--- src/rtl/wb_stage_param.sv ---
// Write-back stage: registers the MEM/WB payload, picks the result source,
// extracts sub-word loads and drives the register-file write port, trace and retire count.
module wb_stage_param #(
    parameter int unsigned DATA_W = 32,
    parameter int unsigned ADDR_W = 5,
    parameter int unsigned CNT_W  = 32
) (
    input  logic              clk,
    input  logic              rstn,
    input  logic              stall,
    input  logic              flush,
    input  logic              in_valid,
    input  logic [31:0]       in_pc,
    input  logic [31:0]       in_inst,
    input  logic              in_wr_en,
    input  logic [ADDR_W-1:0] in_wr_addr,
    input  logic [1:0]        in_src_sel,
    input  logic [DATA_W-1:0] in_alu_data,
    input  logic [DATA_W-1:0] in_mem_data,
    input  logic [DATA_W-1:0] in_aux_data,
    input  logic [2:0]        in_load_type,
    input  logic [1:0]        in_byte_off,
    output logic              out_valid,
    output logic              rf_we,
    output logic [ADDR_W-1:0] rf_waddr,
    output logic [DATA_W-1:0] rf_wdata,
    output logic [31:0]       debug_wb_pc,
    output logic [31:0]       debug_wb_inst,
    output logic [CNT_W-1:0]  retire_cnt
);

    localparam logic [1:0] SRC_ALU  = 2'd0;
    localparam logic [1:0] SRC_MEM  = 2'd1;
    localparam logic [1:0] SRC_LINK = 2'd2;
    localparam logic [2:0] LD_LB    = 3'd1;
    localparam logic [2:0] LD_LBU   = 3'd2;
    localparam logic [2:0] LD_LH    = 3'd3;
    localparam logic [2:0] LD_LHU   = 3'd4;

    logic              r_valid;
    logic [31:0]       r_pc;
    logic [31:0]       r_inst;
    logic              r_wr_en;
    logic [ADDR_W-1:0] r_wr_addr;
    logic [1:0]        r_src_sel;
    logic [DATA_W-1:0] r_alu_data;
    logic [31:0]       r_mem_word;
    logic [DATA_W-1:0] r_aux_data;
    logic [2:0]        r_load_type;
    logic [1:0]        r_byte_off;
    logic [CNT_W-1:0]  r_cnt;

    logic [7:0]        w_byte;
    logic [15:0]       w_half;
    logic [DATA_W-1:0] w_load;
    logic [DATA_W-1:0] w_link;

    // Stage register: flush beats stall; only the low load word is ever consumed
    always_ff @(posedge clk or negedge rstn) begin
        if (!rstn) begin
            r_valid     <= 1'b0;
            r_pc        <= '0;
            r_inst      <= '0;
            r_wr_en     <= 1'b0;
            r_wr_addr   <= '0;
            r_src_sel   <= '0;
            r_alu_data  <= '0;
            r_mem_word  <= '0;
            r_aux_data  <= '0;
            r_load_type <= '0;
            r_byte_off  <= '0;
        end else if (flush) begin
            r_valid     <= 1'b0;
        end else if (!stall) begin
            r_valid     <= in_valid;
            r_pc        <= in_pc;
            r_inst      <= in_inst;
            r_wr_en     <= in_wr_en;
            r_wr_addr   <= in_wr_addr;
            r_src_sel   <= in_src_sel;
            r_alu_data  <= in_alu_data;
            r_mem_word  <= in_mem_data[31:0];
            r_aux_data  <= in_aux_data;
            r_load_type <= in_load_type;
            r_byte_off  <= in_byte_off;
        end
    end

    // An instruction retires when it leaves the stage, regardless of flush
    always_ff @(posedge clk or negedge rstn) begin
        if (!rstn) begin
            r_cnt <= '0;
        end else if (r_valid && !stall) begin
            r_cnt <= r_cnt + CNT_W'(1);
        end
    end

    always_comb begin
        w_byte = r_mem_word[7:0];
        case (r_byte_off)
            2'd0:    w_byte = r_mem_word[7:0];
            2'd1:    w_byte = r_mem_word[15:8];
            2'd2:    w_byte = r_mem_word[23:16];
            default: w_byte = r_mem_word[31:24];
        endcase
        w_half = r_byte_off[1] ? r_mem_word[31:16] : r_mem_word[15:0];
    end

    always_comb begin
        w_load = DATA_W'(r_mem_word);
        case (r_load_type)
            LD_LB:   w_load = DATA_W'($signed(w_byte));
            LD_LBU:  w_load = DATA_W'(w_byte);
            LD_LH:   w_load = DATA_W'($signed(w_half));
            LD_LHU:  w_load = DATA_W'(w_half);
            default: w_load = DATA_W'(r_mem_word);
        endcase
    end

    assign w_link = DATA_W'(r_pc + 32'd8);

    always_comb begin
        rf_wdata = r_aux_data;
        case (r_src_sel)
            SRC_ALU:  rf_wdata = r_alu_data;
            SRC_MEM:  rf_wdata = w_load;
            SRC_LINK: rf_wdata = w_link;
            default:  rf_wdata = r_aux_data;
        endcase
    end

    assign out_valid     = r_valid;
    assign rf_we         = r_valid & r_wr_en & (r_wr_addr != '0);
    assign rf_waddr      = r_wr_addr;
    assign debug_wb_pc   = r_valid ? r_pc : 32'd0;
    assign debug_wb_inst = r_valid ? r_inst : 32'd0;
    assign retire_cnt    = r_cnt;

endmodule

--- config.mk ---
export PLATFORM = sky130hd
export DESIGN_NAME = wb_stage_param
export DESIGN_NICKNAME = d
export VERILOG_FILES = /design/src/rtl/wb_stage_param.sv
export SDC_FILE = /design/constraint.sdc
export NUM_CORES = 1
export LEC_CHECK = 0
export CORE_MARGIN = 4
export CORE_UTILIZATION = 40
export CTS_CLUSTER_SIZE = 25
export DETAILED_ROUTE_END_ITERATION = 6
export PLACE_DENSITY_LB_ADDON = 0.1
export SLEW_MARGIN = 5
export SYNTH_ARGS = -nofsm -noshare
export SYNTH_HDL_FRONTEND = slang
export SYNTH_SLANG_ARGS = --single-unit
--- constraint.sdc ---
create_clock -name clk -period 2.28 [get_ports clk]
set_input_delay 0.57 -clock clk [delete_from_list [all_inputs] [get_ports clk]]
set_output_delay 0.57 -clock clk [all_outputs]
set_load 0.03 [all_outputs]
==> out/results.txt, run 1 <==
outcome - complete, but fails checks
failing checks - setup timing
CP delay by family, top - compound AO/OA/AOI/OAI gates
asr flop ratio synth - 1.000
CTS Sinks - 206
synth unique cells - 54
1st-iter DRT viols - 523
total power - 13.04 mW
PnR worst setup slack - -757.9 ps
first-pass GRT wire length - 51.14 mm
gr ovfl total - 0
# IOs - 313
Worst Path Max Fanout - 8
crit path time final - 3038 ps
post-synthesis compound-gate area fraction - 0.08090
vias in the first global route - 8959
DRT Wirelength - 32.78 mm
Rows - 58
clock-pin slew on the worst setup and hold paths - 60 ps
Post-synth EDFFs - 0
Syn Inst Count - 898
final antenna-violating net count - 0
register area share after synthesis - 0.5005
Primary FF master, synth - dfrtp_1
largest net degree at the start of global routing - 51
GRT Util Overall - 0.2249
Layout Skew - 4.255 ps
total core area - 25250 µm²
crit path cell chain - mux4_2 -> nor2_2 -> a221o_1 -> buf_12 -> o211ai_1 -> o311a_4 -> buf_12
NumNets Final - 1504
Slowest Stage Delay on Critical Path - 420 ps
wire per inst - 19.58 µm
vias per cell - 5.183
Slew Limit Fails - 0
CTS Buf Count - 24
DRC Markers - 0
initial antenna violation count - 5
Max transition margin - 0.6575
CTS tree - built
commonest non-fill, non-tap cells in the layout - clkdlybuf4s50_1 (208), dfrtp_1 (199), buf_4 (186)
synthesized flop and latch total - 206
CP max stage cell - dfrtp_2
most common cell after layout, fill and taps aside - clkdlybuf4s50_1
Syn-to-layout area delta - 59.13%
H-Tree Depth - 1
die height - 168.5 µm
clock buffer depth - 3
hold buffers post-CTS - 0
Power Density - 795.3 nW/µm²
root buf cell - clkbuf_16
Fmax - 329.2 MHz
Fin. Hold Viols - 0
cell area after synthesis - 10300 µm²
setup violators final - 33
Post-Synth Adder-Cell Area - 0.002430
mux cell area share after synthesis - 0.2034
routability-driven placement congestion ratio - 0.8779
largest family of logic cells by synthesized area - multiplexers
layout cell share with drive strength beyond 1 - 0.3997
cell repeated most along the worst path - buf_12
area share of xor/xnor cells in the synthesized design - 0.04847
initial core utilization - 0.4078
Crit Path Category - flop to primary output
worst min path class - input port to asynchronous set/reset pin
Leakage - 6.989 nW
simple-gate portion of the synthesized area - 0.1398
Final period util - 1.332
max-cap viol count - 0
1st-pass router iterations - 5
hpwl dp - 25.01 mm
Worst IR Drop VDD - 629.5 µV
syn nets - 1078
Synth Warn # - 0
Least-Margin Pin Slew - 509.9 ps
clock latency on the worst-skew pair - 520 ps
die area - 28380 µm²
PortBufs - 312
Critical path buffers and inverters - 2
Die X - 168.5 µm
Startpoint Class - flop
total number of vias - 8676
RSZ-0062 raised after global routing - true
pre-CTS setup slack - -338.7 ps
Worst Path Required - 1710 ps
WP data arrival - 2470 ps
Setup crit end kind - primary output
average size of a mapped cell - 11.47 µm²
==> Yosys cell counts, drive strengths merged (2+ instances only) <==
library cell / count / area (µm²)
o31ai: 6 / 45.04
buf: 17 / 80.07
xor2: 23 / 201.4
mux4: 2 / 45.04
a221oi: 6 / 52.55
mux2: 174 / 1959
o21ai: 17 / 85.08
and3: 6 / 37.54
clkbuf: 37 / 138.9
o22ai: 10 / 62.56
or4: 2 / 18.77
a21oi: 19 / 95.09
nand4: 18 / 118.9
and3b: 2 / 17.52
xnor2: 34 / 297.8
or3: 2 / 12.51
o221ai: 18 / 176.4
nand2b: 3 / 18.77
mux2i: 9 / 90.09
ha: 2 / 25.02
nor3: 9 / 45.04
and2: 69 / 431.7
and4: 4 / 35.03
nor2b: 3 / 18.77
o311a: 2 / 20.02
nor4: 8 / 81.33
o21a: 2 / 15.01
a311o: 2 / 20.02
nor2: 61 / 229.0
nand2: 53 / 198.9
a222oi: 2 / 20.02
dfrtp: 206 / 5155
inv: 9 / 33.78
a22oi: 13 / 97.59
o211ai: 9 / 67.56
nand3: 28 / 150.1
==> through the flow <==
step,cell area (µm²),std cells,TNS (ps),hold WS [ps],util
finish,16390,1674,-20480,8.390,0.6490
CTS,16210,1665,-21230,17.07,0.6418
detailed placement,15130,1613,-6188,462.7,0.5990
global placement,15130,1613,-4705,460.2,0.5990
floorplan,10580,898,-359.3,274.4,-
global route,16390,1674,-23650,25.62,0.6490
==> area by class of cell <==
cell class	count	area (µm²)
antenna	3	7.507
clock buffer	35	713.2
clock inverter	8	96.34
fill	2034	8864
inverter	9	36.28
multi-input combinational	629	5443
sequential	206	5164
tap	330	412.9
timing repair buffer	454	4518
==> power breakdown <==
part           internal (mW)  total [mW]  switching [mW]
combinational           2.37        4.56            2.20
sequential              4.15        4.56           0.410
clock                   2.39        3.91            1.53
==> worst paths after layout <==
path | from | end | slack (ps) | depth (start not counted)
worst max-delay path | r_byte_off[1]$_DFFE_PN0P_ | rf_wdata[17] | -760 | 7
worst min register to register | retire_cnt[31]$_DFFE_PN0P_ | retire_cnt[31]$_DFFE_PN0P_ | 470 | 1
max in group asynchronous | rstn | r_aux_data[15]$_DFFE_PN0P_ | 1570 | 2
worst max register to register | retire_cnt[9]$_DFFE_PN0P_ | retire_cnt[31]$_DFFE_PN0P_ | 410 | 5
worst min-delay path | rstn | retire_cnt[13]$_DFFE_PN0P_ | 8 | 1
min in group clk | retire_cnt[31]$_DFFE_PN0P_ | retire_cnt[31]$_DFFE_PN0P_ | 470 | 1
==> registers in the layout (all words and copies together) (netlist names) <==
signal	flops
r_load_type	3
r_mem_word	32
r_alu_data	32
r_byte_off	2
r_inst	32
out_valid	1
r_aux_data	32
r_pc	32
rf_waddr	5
r_wr_en	1
retire_cnt	32
r_src_sel	2
==> kinds of logic after synthesis <==
| group | count (synthesis) |
|---|---|
| xor gates and xnor gates | 57 |
| adders and majority gates | 2 |
| muxes | 185 |
| AOI/OAI and AO/OA | 114 |
| and+or+nand+nor | 271 |
| buffers and inverters | 63 |
| DFF | 206 |
==> routing by layer <==
metal,global-route usage,up-vias,part of all wire
met2,0.3681,256,0.47
met1,0.2998,4276,0.42
li1,-,4088,-
met3,0.05628,52,0.073
met5,0,-,0.0010
met4,0.06104,4,0.028
==> timing repair <==
| action | CTS | global route |
|---|---|---|
| gates resized for setup | 42 | 33 |
| cloned | 0 | 0 |
| pin swaps | 16 | 19 |
| endpoints found under the setup margin | 34 | 59 |
| buffers inserted | 9 | 6 |
Power figures use the tool's default switching activity.
==> run 2: changes to the inputs <==
--- a/config.mk
+++ b/config.mk
@@ -10,6 +10,7 @@
 export CTS_CLUSTER_SIZE = 25
 export DETAILED_ROUTE_END_ITERATION = 6
 export PLACE_DENSITY_LB_ADDON = 0.1
+export SKIP_LAST_GASP = 1
 export SLEW_MARGIN = 5
 export SYNTH_ARGS = -nofsm -noshare
 export SYNTH_HDL_FRONTEND = slang
==> run 2 against run 1 <==
The run still ends with setup timing left. Via count about the same. Utilization decreased by 0.22 points. Clock power about the same. Flip-flop and latch count unchanged. Hold slack about the same. Highest routed layer unchanged.
==> out/results.txt, run 2 (synthesis gave the netlist of run 1 again) <==
outcome - complete, but fails checks
failing checks - setup timing
Rows - 58 (unchanged)
hpwl dp - 25.01 mm (unchanged)
Final Util - 0.6468 (-0.002230)
Die X - 168.5 µm (unchanged)
largest net degree at the start of global routing - 51 (unchanged)
total number of vias - 8682 (+0.069%)
vias per cell - 5.193 (+0.19%)
Worst Path Max Fanout - 8 (unchanged)
CTS Buf Count - 24 (unchanged)
first-pass GRT wire length - 51.14 mm (unchanged)
Worst IR Drop VDD - 629.1 µV (about the same)
root buf cell - clkbuf_16
Worst Path Required - 1710 ps (about the same)
PortBufs - 312 (unchanged)
1st-iter DRT viols - 563 (+7.6%)
setup violators final - 32 (-3.0%)
final antenna-violating net count - 0 (unchanged)
Setup crit end kind - primary output
CTS tree - built
die area - 28380 µm² (unchanged)
NumNets Final - 1502 (-0.13%)
crit path time final - 3035 ps (-2.836 ps)
DRC Markers - 0 (unchanged)
hold buffers post-CTS - 0 (unchanged)
RSZ-0062 raised after global routing - true
Filler Cells Inserted - 2039 (+0.25%)
initial antenna violation count - 5 (unchanged)
max-cap viol count - 0 (unchanged)
Fin. Hold Viols - 0 (unchanged)
# IOs - 313 (unchanged)
layout cell share with drive strength beyond 1 - 0.3973 (-0.002390)
total core area - 25250 µm² (unchanged)
commonest non-fill, non-tap cells in the layout - clkdlybuf4s50_1 (208), dfrtp_1 (200), buf_4 (187)
clock-pin slew on the worst setup and hold paths - 60 ps (about the same)
Leakage - 6.972 nW (-0.24%)
Syn-to-layout area delta - 58.59%
most common cell after layout, fill and taps aside - clkdlybuf4s50_1
vias in the first global route - 8959 (unchanged)
Crit Path Category - flop to primary output
Fmax - 329.5 MHz (about the same)
clock latency on the worst-skew pair - 520 ps (about the same)
WP data arrival - 2470 ps (about the same)
Max transition margin - 0.6575 (about the same)
H-Tree Depth - 1 (unchanged)
routability-driven placement congestion ratio - 0.8779 (unchanged)
Final Cell Area - 16330 µm² (-0.34%)
Least-Margin Pin Slew - 509.9 ps (-0.0009537 ps)
Final period util - 1.331 (about the same)
worst min path class - input port to asynchronous set/reset pin
PnR worst setup slack - -755.1 ps (+2.836 ps)
clock buffer depth - 3 (unchanged)
placed cell area - 15130 µm² (unchanged)
gr ovfl total - 0 (unchanged)
die height - 168.5 µm (unchanged)
Layout Skew - 5.454 ps (+1.199 ps)
Slew Limit Fails - 0 (unchanged)
1st-pass router iterations - 4 (-1)
Power Density - 795.2 nW/µm² (about the same)
DRT Wirelength - 32.61 mm (-0.52%)
CTS Sinks - 206 (unchanged)
Startpoint Class - flop
wire per inst - 19.51 µm (-0.40%)
WHS - 7.975 ps (-0.4157 ps)
initial core utilization - 0.4078 (unchanged)
GRT Util Overall - 0.2249 (unchanged)
==> run 2: path summary, 6_finish.rpt <==
kind                       depth (start not counted)  slack (ps)                  startpoint                    endpoint
min in group clk                                   1         470  retire_cnt[31]$_DFFE_PN0P_  retire_cnt[31]$_DFFE_PN0P_
setup reg to reg                                   5         410   retire_cnt[9]$_DFFE_PN0P_  retire_cnt[31]$_DFFE_PN0P_
hold / removal                                     1           8                        rstn  retire_cnt[13]$_DFFE_PN0P_
max in group asynchronous                          2        1580                        rstn  r_mem_word[13]$_DFFE_PN0P_
setup / recovery                                   7        -760   r_byte_off[1]$_DFFE_PN0P_                rf_wdata[17]
hold reg to reg                                    1         470  retire_cnt[31]$_DFFE_PN0P_  retire_cnt[31]$_DFFE_PN0P_
==> run 2: layout make-up <==
| class | count | area [µm²] | area share |
|---|---|---|---|
| clock buffers | 35 | 713.2 | 0.04366 |
| clock inverters | 8 | 96.34 | 0.005898 |
| multi-input cells | 629 | 5414 | 0.3314 |
| flip-flops and latches | 206 | 5162 | 0.3160 |
| diodes | 3 | 7.507 | 0.0004596 |
| repair buffers | 452 | 4492 | 0.2750 |
| well taps | 330 | 412.9 | 0.02528 |
| inverters | 9 | 36.28 | 0.002221 |
==> run 2: routing by layer <==
metal  track usage  part of all wire
met1        0.2998              0.42
met2        0.3681              0.47
met3       0.05628             0.076
met4       0.06104             0.028
met5             0            0.0010
==> run 2: power by group <==
group          leakage (nW)  internal [mW]  switching (mW)
clock network         0.398           2.39            1.53
logic                  4.09           2.35            2.18
registers              2.48           4.15           0.401
==> run 2: through the flow <==
stage | power [mW] | TNS (ps) | worst slack [ps] | instances
floorplan | 6.690 | -359.3 | -83.72 | 898
global placement | 8.869 | -4705 | -347.9 | 1613
detailed placement | 8.925 | -6188 | -338.7 | 1613
CTS | 13.09 | -21330 | -794.0 | 1665
global route | 13.61 | -23500 | -839.4 | 1672
finish | 12.99 | -20330 | -755.1 | 1672
==> run 2: repair_timing <==
| item | 4_1_cts | 5_1_grt |
|---|---|---|
| endpoints found under the hold margin | 0 | 0 |
| setup endpoints to repair | 34 | 59 |
| gates resized for setup | 40 | 26 |
| pin swaps | 15 | 15 |
| buffers inserted | 9 | 4 |
==> run 2: critical path, stage by stage (launching register included) <==
cell      delay (ps)
dfrtp_2          420
mux4_2           380
nor2_2            50
a221o_1          370
buf_12           170
o211ai_1         190
o311a_4          240
buf_12           110
==> run 3: changes to the inputs <==
--- a/config.mk
+++ b/config.mk
@@ -7,7 +7,7 @@
 export LEC_CHECK = 0
 export CORE_MARGIN = 4
 export CORE_UTILIZATION = 40
-export CTS_CLUSTER_SIZE = 25
+export CTS_CLUSTER_SIZE = 30
 export DETAILED_ROUTE_END_ITERATION = 6
 export PLACE_DENSITY_LB_ADDON = 0.1
 export SKIP_LAST_GASP = 1
==> results of run 3 <==
The final DEF is identical to that of run 2; final timing and power are the same.
